### src/rtl/wb_commit_multi.sv
// ---------------------------------------------------------------------------
// wb_commit_multi
//
// Multi-lane writeback/commit stage. Each cycle it accepts up to LANES
// in-order results (lane 0 is the oldest). It finds the oldest lane that
// takes a trap or redirects the PC, squashes every younger lane, and
// registers the surviving bundle into a valid/ready commit register. After
// it loads a bundle with such an event, the stage sits in FLUSH with
// redirect_valid high until the front end acknowledges with flush_ack.
//
// Configuration macro:
//   WB_VECTORED_MTVEC_EN - when defined, a taken interrupt with
//                          mtvec[1:0]==1 redirects to base + 4*code.
//                          When undefined, every trap goes to mtvec & ~3.
//
// Ports:
//   clk, rst            clock, asynchronous active-high reset
//   in_*                per-lane memory-stage results (flattened, lane 0 in
//                       the low bits); in_ready accepts the whole bundle
//   priv_mode, mstatus, mip, mie, mtvec
//                       CSR state used to qualify interrupts and pick the
//                       trap vector
//   out_*               registered commit bundle, held while out_ready=0
//   trap_*              registered trap information for the bundle
//   redirect_valid/pc   level redirect request, held high in FLUSH
//   flush_ack           front end has taken the redirect
// ---------------------------------------------------------------------------
module wb_commit_multi #(
    parameter int LANES  = 2,
    parameter int XLEN   = 64,
    parameter int CODE_W = 6,
    localparam int LANE_W = (LANES > 1) ? $clog2(LANES) : 1
) (
    input  logic                     clk,
    input  logic                     rst,
    input  logic [LANES-1:0]         in_valid,
    output logic                     in_ready,
    input  logic [LANES*XLEN-1:0]    in_pc,
    input  logic [LANES*32-1:0]      in_inst,
    input  logic [LANES*XLEN-1:0]    in_value,
    input  logic [LANES-1:0]         in_wen,
    input  logic [LANES-1:0]         in_trap_valid,
    input  logic [LANES-1:0]         in_is_exc,
    input  logic [LANES-1:0]         in_is_ecall,
    input  logic [LANES*CODE_W-1:0]  in_trap_code,
    input  logic [LANES-1:0]         in_jump,
    input  logic [LANES*XLEN-1:0]    in_jump_pc,
    input  logic [1:0]               priv_mode,
    input  logic [XLEN-1:0]          mstatus,
    input  logic [XLEN-1:0]          mip,
    input  logic [XLEN-1:0]          mie,
    input  logic [XLEN-1:0]          mtvec,
    output logic [LANES-1:0]         out_valid,
    input  logic                     out_ready,
    output logic [LANES*XLEN-1:0]    out_pc,
    output logic [LANES*XLEN-1:0]    out_wdata,
    output logic [LANES*32-1:0]      out_inst,
    output logic [LANES-1:0]         out_wen,
    output logic [LANES*5-1:0]       out_rd,
    output logic                     trap_take,
    output logic [LANE_W-1:0]        trap_lane,
    output logic [CODE_W-1:0]        trap_code,
    output logic                     trap_is_irq,
    output logic [XLEN-1:0]          trap_epc,
    output logic                     redirect_valid,
    output logic [XLEN-1:0]          redirect_pc,
    input  logic                     flush_ack
);

    typedef enum logic {
        S_RUN   = 1'b0,
        S_FLUSH = 1'b1
    } state_t;

    state_t                   state_q, state_d;
    logic [LANES-1:0]         out_valid_q, out_valid_d;
    logic [LANES-1:0]         out_wen_q, out_wen_d;
    logic [LANES*XLEN-1:0]    out_pc_q, out_pc_d;
    logic [LANES*XLEN-1:0]    out_wdata_q, out_wdata_d;
    logic [LANES*32-1:0]      out_inst_q, out_inst_d;
    logic [LANES*5-1:0]       out_rd_q, out_rd_d;
    logic                     trap_take_q, trap_take_d;
    logic [LANE_W-1:0]        trap_lane_q, trap_lane_d;
    logic [CODE_W-1:0]        trap_code_q, trap_code_d;
    logic                     trap_is_irq_q, trap_is_irq_d;
    logic [XLEN-1:0]          trap_epc_q, trap_epc_d;
    logic [XLEN-1:0]          redirect_pc_q, redirect_pc_d;

    // Per-lane qualification
    logic                     gen;
    logic [LANES-1:0]         take;
    logic [LANES-1:0]         jump;
    logic [LANES*5-1:0]       lane_rd;

    // Oldest-event selection
    logic                     ev_found;
    logic                     ev_trap;
    logic                     ev_irq;
    logic [LANE_W-1:0]        ev_lane;
    logic [CODE_W-1:0]        ev_code;
    logic [XLEN-1:0]          ev_pc;
    logic [XLEN-1:0]          ev_jump_pc;
    logic [LANES-1:0]         keep;       // lanes at or below the event lane
    logic [LANES-1:0]         trap_mask;  // one-hot trapping lane, if any

    logic [XLEN-1:0]          trap_base;
    logic [XLEN-1:0]          trap_target;
    logic [XLEN-1:0]          redir_target;
    logic                     load;
    logic                     unused_bits;

    assign gen = (priv_mode == 2'd3 && mstatus[3]) || (priv_mode == 2'd0);

    genvar gi;
    generate
        for (gi = 0; gi < LANES; gi++) begin : g_lane
            logic [CODE_W-1:0] code;
            assign code = in_trap_code[gi*CODE_W +: CODE_W];
            // Exceptions and ECALL are never masked; interrupts need the
            // global enable plus their own pending and enable bits.
            assign take[gi] = in_valid[gi] && in_trap_valid[gi] &&
                              (in_is_exc[gi] || in_is_ecall[gi] ||
                               (gen && mip[code] && mie[code]));
            assign jump[gi] = in_valid[gi] && in_jump[gi];
            assign lane_rd[gi*5 +: 5] = in_inst[gi*32+7 +: 5];
        end
    endgenerate

    // Walk from the oldest lane; the first trap or jump wins and every
    // younger lane is dropped. A trap beats a jump on the same lane.
    always_comb begin
        ev_found   = 1'b0;
        ev_trap    = 1'b0;
        ev_irq     = 1'b0;
        ev_lane    = '0;
        ev_code    = '0;
        ev_pc      = '0;
        ev_jump_pc = '0;
        keep       = '0;
        trap_mask  = '0;
        for (int i = 0; i < LANES; i++) begin
            keep[i] = !ev_found;
            if (!ev_found && (take[i] || jump[i])) begin
                ev_found     = 1'b1;
                ev_trap      = take[i];
                ev_irq       = take[i] && !(in_is_exc[i] || in_is_ecall[i]);
                ev_lane      = LANE_W'(i);
                ev_code      = in_trap_code[i*CODE_W +: CODE_W];
                ev_pc        = in_pc[i*XLEN +: XLEN];
                ev_jump_pc   = in_jump_pc[i*XLEN +: XLEN];
                trap_mask[i] = take[i];
            end
        end
    end

    assign trap_base = {mtvec[XLEN-1:2], 2'b00};

`ifdef WB_VECTORED_MTVEC_EN
    // Vectored mode applies to interrupts only; exceptions stay direct.
    assign trap_target = (ev_irq && mtvec[1:0] == 2'b01)
                       ? trap_base + {{(XLEN-CODE_W-2){1'b0}}, ev_code, 2'b00}
                       : trap_base;
`else
    assign trap_target = trap_base;
`endif

    assign redir_target = ev_trap ? trap_target : ev_jump_pc;

    assign in_ready = !rst && (state_q == S_RUN) && (!(|out_valid_q) || out_ready);
    assign load     = in_ready && (|in_valid);

    always_comb begin
        out_valid_d   = out_valid_q;
        out_wen_d     = out_wen_q;
        out_pc_d      = out_pc_q;
        out_wdata_d   = out_wdata_q;
        out_inst_d    = out_inst_q;
        out_rd_d      = out_rd_q;
        trap_take_d   = trap_take_q;
        trap_lane_d   = trap_lane_q;
        trap_code_d   = trap_code_q;
        trap_is_irq_d = trap_is_irq_q;
        trap_epc_d    = trap_epc_q;
        redirect_pc_d = redirect_pc_q;
        state_d       = state_q;

        if (load) begin
            out_valid_d   = in_valid & keep;
            // The trapping lane commits but must not write its register.
            out_wen_d     = in_wen & in_valid & keep & ~trap_mask;
            out_pc_d      = in_pc;
            out_wdata_d   = in_value;
            out_inst_d    = in_inst;
            out_rd_d      = lane_rd;
            trap_take_d   = ev_trap;
            trap_lane_d   = ev_trap ? ev_lane : '0;
            trap_code_d   = ev_trap ? ev_code : '0;
            trap_is_irq_d = ev_irq;
            trap_epc_d    = ev_trap ? ev_pc : '0;
        end else if (in_ready || out_ready) begin
            // Consumer took the bundle (or it was already empty) and
            // nothing new arrived; this also drains the register in FLUSH.
            out_valid_d   = '0;
            out_wen_d     = '0;
            out_pc_d      = '0;
            out_wdata_d   = '0;
            out_inst_d    = '0;
            out_rd_d      = '0;
            trap_take_d   = 1'b0;
            trap_lane_d   = '0;
            trap_code_d   = '0;
            trap_is_irq_d = 1'b0;
            trap_epc_d    = '0;
        end

        case (state_q)
            S_RUN: begin
                if (load && ev_found) begin
                    state_d       = S_FLUSH;
                    redirect_pc_d = redir_target;
                end
            end
            S_FLUSH: begin
                if (flush_ack) begin
                    state_d = S_RUN;
                end
            end
            default: state_d = S_RUN;
        endcase
    end

    always_ff @(posedge clk or posedge rst) begin
        if (rst) begin
            state_q       <= S_RUN;
            out_valid_q   <= '0;
            out_wen_q     <= '0;
            out_pc_q      <= '0;
            out_wdata_q   <= '0;
            out_inst_q    <= '0;
            out_rd_q      <= '0;
            trap_take_q   <= 1'b0;
            trap_lane_q   <= '0;
            trap_code_q   <= '0;
            trap_is_irq_q <= 1'b0;
            trap_epc_q    <= '0;
            redirect_pc_q <= '0;
        end else begin
            state_q       <= state_d;
            out_valid_q   <= out_valid_d;
            out_wen_q     <= out_wen_d;
            out_pc_q      <= out_pc_d;
            out_wdata_q   <= out_wdata_d;
            out_inst_q    <= out_inst_d;
            out_rd_q      <= out_rd_d;
            trap_take_q   <= trap_take_d;
            trap_lane_q   <= trap_lane_d;
            trap_code_q   <= trap_code_d;
            trap_is_irq_q <= trap_is_irq_d;
            trap_epc_q    <= trap_epc_d;
            redirect_pc_q <= redirect_pc_d;
        end
    end

    assign out_valid      = out_valid_q;
    assign out_wen        = out_wen_q;
    assign out_pc         = out_pc_q;
    assign out_wdata      = out_wdata_q;
    assign out_inst       = out_inst_q;
    assign out_rd         = out_rd_q;
    assign trap_take      = trap_take_q;
    assign trap_lane      = trap_lane_q;
    assign trap_code      = trap_code_q;
    assign trap_is_irq    = trap_is_irq_q;
    assign trap_epc       = trap_epc_q;
    assign redirect_valid = (state_q == S_FLUSH);
    assign redirect_pc    = redirect_pc_q;

    // Only MIE of mstatus matters; mtvec mode bits matter only in vectored builds.
    assign unused_bits = ^{mstatus[XLEN-1:4], mstatus[2:0], mtvec[1:0]};

endmodule

### config.mk
export PLATFORM = sky130hd
export DESIGN_NAME = wb_commit_multi
export DESIGN_NICKNAME = d
export VERILOG_FILES = /design/src/rtl/wb_commit_multi.sv
export SDC_FILE = /design/constraint.sdc
export NUM_CORES = 1
export LEC_CHECK = 0
export CORE_AREA = 2 2 467 469
export CTS_CLUSTER_DIAMETER = 40
export CTS_CLUSTER_SIZE = 12
export DETAILED_ROUTE_END_ITERATION = 8
export DIE_AREA = 0 0 469 471
export PLACE_DENSITY_LB_ADDON = 0.3
export SLEW_MARGIN = 5
export SYNTH_ARGS = -nofsm -noshare
export SYNTH_HDL_FRONTEND = slang
export SYNTH_SLANG_ARGS = --single-unit
### constraint.sdc
create_clock -name clk -period 16.4 [get_ports clk]
set_clock_uncertainty 0.05 [all_clocks]
set_input_delay 1.64 -clock clk [delete_from_list [all_inputs] [get_ports clk]]
set_output_delay 1.64 -clock clk [all_outputs]
set_load 0.01 [all_outputs]
== Yosys cells after proc, flatten, opt, wreduce, memory -nomap -nowiden ==
Index checks and enable logic that the tools add are counted.
Widths: inputs -> output; s select.
Storage, ports and cells
  register bits after elaboration: 472
  input port bits: 734
  output and inout bits: 473
Operators by class
  multiplexer cells: 46
  reduce and logical (&&, ||, !) cells: 37
  equal/unequal tests: 1
  bitwise operators: 6
  order comparisons: 2
Operators by type and width (count)
  $mux 64: 9
  $mux 128: 3
  $mux 6: 5
  $bmux 1 s6: 4
  $mux 10: 2
  $mux 1: 19
  $logic_and 1x1->1: 18
  $lt 6x7->1 const B: 2
  $logic_or 1x1->1: 9
  $and 2x2->2: 4
  $mux 2: 3
  $logic_not 1->1: 5
  $reduce_or 2->1: 2
  $eq 2x2->1 const B: 1
  $logic_not 2->1: 1
  $not 2->2: 1
  $pmux 1 s2: 1
  $reduce_and 2->1: 1
  $reduce_bool 2->1: 1
  $not 1->1: 1

== Depth between registers and ports, before layout ==
  word-level depth: 15
  gate-level depth with buffers: 14
  depth with buffers taken out: 9

== Worst setup path after synthesis ==
Ideal clock, no wire load.
  path type: input -> register
  start: input port in_trap_code[0]
  end: register redirect_pc_q[2], in the netlist redirect_pc[2]
  slack: 12.077 ns
  stages: 12
  required time: 16.215 ns
  buffers on the path: 4
  arrival time: 4.138 ns
  cells stage by stage: buf_2 -> buf_2 -> mux4_2 -> o31ai_1 -> nor4_1 -> a2111oi_0 -> a21oi_2 -> nor3b_1 -> buf_2 -> buf_4 -> a221oi_1 -> o31ai_1
On the way
  word-level cells in the longest chain between the ends: 13
  elaborated cells between the ends (all ways): 20
  classes of those cells: mux: 11; reduce/logical: 9
RTL lines
  from (decl): line 45  | input logic [LANES*CODE_W-1:0] in_trap_code,
  $bmux 1 s6: line 123  | (gen && mip[code] && mie[code]));
  $mux 1 (not written as such): line 123
  $logic_and 1x1->1: line 123
  $logic_and 1x1->1 (*): line 123
  $logic_or 1x1->1 (*): line 122  | (in_is_exc[gi] || in_is_ecall[gi] ||
  $logic_and 1x1->1 (*): line 121  | assign take[gi] = in_valid[gi] && in_trap_valid[gi] &&
  $logic_or 1x1->1: line 143  | if (!ev_found && (take[i] || jump[i])) begin
  $mux 1: line 143
  $logic_not 1->1: line 143
  $logic_and 1x1->1: line 143
  $mux 1: line 143
  $logic_and 1x1->1: line 218  | if (load && ev_found) begin
  $reduce_and 2->1 (no line)
  to (signal assigned): line 260  | redirect_pc_q <= redirect_pc_d;
  to (decl): line 87  | logic [XLEN-1:0] redirect_pc_q, redirect_pc_d;
Mark *: on every way between the ends. The rest lies on a longest branch, timed or not. The select of a mux whose other input is x is not followed.
A chain may end at the register's enable or synchronous reset.

== Worst setup path in the final report ==
  start: input port in_trap_code[7]
  end: register trap_epc_q[53], in the netlist trap_epc[53]
On the way
  word-level cells in the longest chain between the ends: 11
  elaborated cells between the ends (all ways): 14
  classes of those cells: mux: 8; reduce/logical: 6
RTL lines
  $bmux 1 s6: line 123
  $mux 1 (not written as such): line 123
  $logic_and 1x1->1: line 123
  $logic_and 1x1->1 (*): line 123
  $logic_or 1x1->1 (*): line 122
  $logic_and 1x1->1 (*): line 121
  $logic_or 1x1->1: line 143
  $logic_and 1x1->1: line 143
  $mux 64 or $mux 1 (tied branches): line 143
  $mux 64 (*): line 199  | trap_epc_d = ev_trap ? ev_pc : '0;
  $mux 64 (*): line 187  | if (load) begin
  to (signal assigned): line 259  | trap_epc_q <= trap_epc_d;
  to (decl): line 86  | logic [XLEN-1:0] trap_epc_q, trap_epc_d;
Marks and branches as above.

==> summary.txt <==
Layout
  • Area occupied by multi-input gates: ~6700 um^2
  • Layout cells sized above 1: 0.09526
  • Filler cells: 23946
  • Most common cell after layout, fill and taps aside: clkdlybuf4s50_1
  • Fin nets: 3436
  • Register area: 11560 um^2
  • P&R area growth vs syn: 98.40%
  • Most frequent cells in the layout: clkdlybuf4s50_1 (1140), dfrtp_1 (462), a22o_1 (320), nand2_1 (127), clkbuf_16 (118)

Setup path
  • Worst path max stage delay: between 0.9 and 1 ns
  • Worst endpoint data arrival time: 6.93 ns
  • CP required: about 17 ns
  • Flop-to-flop setup slack: 12.01 ns
  • R2R depth: 9
  • CP bufs+invs: 5
  • CP top delay family: buffers and inverters
  • Reg2reg start: out_valid[0]
  • CP cell instances: clkdlybuf4s50_1, inv_2, mux4_2, o311ai_0, nor3_1, a2111oi_4, nor2_2, nor4b_4, buf_4, buf_4, a222oi_1, inv_1
  • Crit Path Max Fanout: 54
  • Worst setup path start: in_trap_code[7]
  • Critical register-to-register path endpoint: out_inst[45]
  • Crit-path slowest cell: clkdlybuf4s50_1
  • Worst Setup Path Type: primary input to flip-flop
  • Most used cell, CP: buf_4
  • Crit path launch type: primary input
  • Worst Setup End Kind: flip-flop

Floorplanning
  • Core box area: 216100 um^2
  • Die area: 220900 um^2
  • Initial Utilization: 0.08899
  • Top-Level Pins: 1207
  • Die Y: 471 um
  • Die X: 469 um
  • Site Rows: ~170

Route
  • Routed len/inst: roughly 27 um
  • Drt drc: 0
  • Vias: 19680
  • Vias/cell: approximately 3.5
  • Total Routed Length: approximately 160 mm
  • DR top layer: met5
  • DRT iter0 DRCs: 1267
  • Pre-antenna DRT Iters: 9
  • M1 WL: approximately 54 mm
  • DR WL met3: 23.21 mm
  • Final ANT Viol Nets: 0
  • Routed wl met2: between 70 and 80 mm

Worst hold path
  • Hold Crit Depth: 2
  • Hold Crit Start: out_wen[0]
  • Worst hold path type: flip-flop to flip-flop
  • WHS Endpoint: out_wen[0]

Clocking
  • CTS resizes: 0
  • Clk sinks: 462
  • Hold_buf cts: 0
  • Post-CTS Setup Bufs: 0
  • CTS Buf Count: about 120
  • CTS clock-pin slew for the worst setup and hold paths: 0.04 ns
  • CTS tree: built
  • Htree depth: 3
  • Clock Latency Late Sink: 0.71 ns
  • Clock root buffer: clkbuf_16
  • CTS max path bufs: 3

Power
  • Clock group share of total power: 0.480
  • P per Cell Area: 139.4 nW/um^2
  • Switching share of power: 0.3096
  • Leak: 15.70 nW
  • Sequential power share: 0.273
  • Comb pwr share: 0.247
  • NetSw: approximately 1.6 mW
  • Int Pwr: ~3.7 mW
  • Worst VDD drop: 0.08199 mV

Logic synthesis
  • Mapped cell area: slightly below 20000 um^2
  • Post-synth EDFFs: 0
  • Synth Warn #: 0
  • Share of the synthesized area in the top cell type: 0.6012
  • Yosys top cell by area: dfrtp_1
  • Netlist cell types: slightly below 60
  • Synth area leaders: dfrtp_1 (60%), a22o_1 (15%), a222oi_1 (3.6%), a221oi_1 (2.8%), o31ai_1 (2.5%)
  • Sequential fraction of the synthesis area: 0.6012
  • Post-Syn Nets: 2307
  • Avg Cell Area, Syn: 12.23 um^2
  • Ys async rst share: 1.000
  • #FFs+latches synth: 462
  • Cells after synthesis: approximately 1600
  • Top_reg_cell synth: dfrtp_1

Timing
  • Worst Hold Margin: 0.4199 ns
  • RSZ-0062 raised after global routing: false
  • Period Utilization, post-route: 0.3849
  • Slew Limit Fails: 0
  • Final hold viol count: 0
  • Final min period: ~6.3 ns
  • Slew HR: 0.2054
  • Setup TNS: 0 ns
  • Final count of negative-setup-slack endpoints: 0
  • F_max: between 150 and 200 MHz
  • Slew @ Worst Pin: ~1.2 ns

Global route
  • Number of global-route vias before repair: 20243
  • Overall Global Routing Usage: 0.1344
  • Global-route wire length before repair: 196.9 mm
  • Largest net degree at the start of global routing: 176
  • Initial antenna violation count: 76
  • GRT Residual Overflow: 0

Place
  • Gpl congestion: about 0.86
  • Port bufs: 1141
  • Hpwl dp: 126.1 mm

Outcome
  • Status: finished clean

Job
  • Max-Cap Viols: 0
-- synth_stat cells, types with 4 or more instances --
| cell | count |
|---|---|
| a22o_1 | 320 |
| buf_6 | 8 |
| nand3_1 | 30 |
| and3_1 | 5 |
| inv_1 | 80 |
| nor3_1 | 5 |
| buf_4 | 17 |
| clkbuf_1 | 116 |
| buf_2 | 16 |
| o2111ai_1 | 6 |
| mux4_2 | 16 |
| nor2_1 | 70 |
| a221oi_1 | 62 |
| dfrtp_1 | 462 |
| nand2_1 | 127 |
| a222oi_1 | 70 |
| o21ai_0 | 21 |
| o31ai_1 | 65 |
| o211ai_1 | 10 |
| a21oi_1 | 4 |
-- cells by family (layout without fill, tap and decap cells) --
group,Yosys count,count (layout),share of synthesized area
flip-flops,462,462,0.6012
buffers and inverters,242,1472,0.05472
multiplexers,18,18,0.02069
AND/OR/NAND/NOR,259,259,0.05830
AO/OA/AOI/OAI,592,592,0.2651
other,0,10,0
-- per-layer routing --
metal	GRT usage	vias to the layer above
met5	0	-
met4	0.04439	26
met3	0.08636	274
met2	0.2252	1232
met1	0.1346	9701
li1	-	8447
-- metrics by stage --
step	total power, mW	worst slack, ns	instances	util	instance area, um^2
finish	5.319	10.09	5667	0.1766	38150
global route	5.574	9.813	5664	0.1765	38150
CTS	5.454	9.955	5657	0.1764	38130
detailed placement	2.823	9.117	5436	0.1563	33770
global placement	2.823	9.194	5436	0.1563	33770
floorplan	1.861	1.828	1573	-	19230
-- power groups by stage --
stage	registers (mW)	logic, mW	clock network [mW]
2_1_floorplan	1.54	0.326	0
3_3_place_gp	1.46	1.36	0
3_5_place_dp	1.47	1.36	0
4_1_cts	1.45	1.36	2.64
5_1_grt	1.47	1.41	2.69
6_report	1.45	1.31	2.56
-- state kept, by name, summed over array words and instances, names as in the netlist --
name and cells:
trap_code 6, trap_is_irq 1, out_valid 2, redirect_pc 64, redirect_valid 1, trap_epc 64, out_pc 128, out_inst 64
trap_take 1, trap_lane 1, out_wen 2, out_wdata 128
-- cell type report --
class	count	area share
Timing Repair Buffer	1169	0.3050
Sequential cell	462	0.3030
Inverter	82	0.008264
Tap cell	2854	0.09359
Multi-Input combinational cell	869	0.1751
Clock inverter	71	0.02958
Clock buffer	150	0.08474
Antenna cell	10	0.0006559
-- worst max-delay path by stage --
| stage | depth (start not counted) | end | slack (ns) |
|---|---|---|---|
| floorplan | 1 | out_inst[0] | 1.83 |
| detailed placement | 12 | redirect_pc[1] | 9.12 |
| global route | 12 | redirect_pc[1] | 9.81 |
| finish | 12 | trap_epc[53] | 10.09 |
| global placement | 12 | trap_epc[54] | 9.19 |
| CTS | 12 | redirect_pc[1] | 9.96 |
-- worst reg2reg max path, cell delays in order (launching register included) --
cell and delay (ns):
dfrtp_1 0.34, inv_1 0.05, a21oi_1 0.14, nor3_1 0.06
buf_4 0.18, nor2_4 0.60, buf_4 0.75, buf_4 0.82
buf_4 0.98, a22o_1 0.37
No activity file was read; power rests on OpenSTA's default activity.
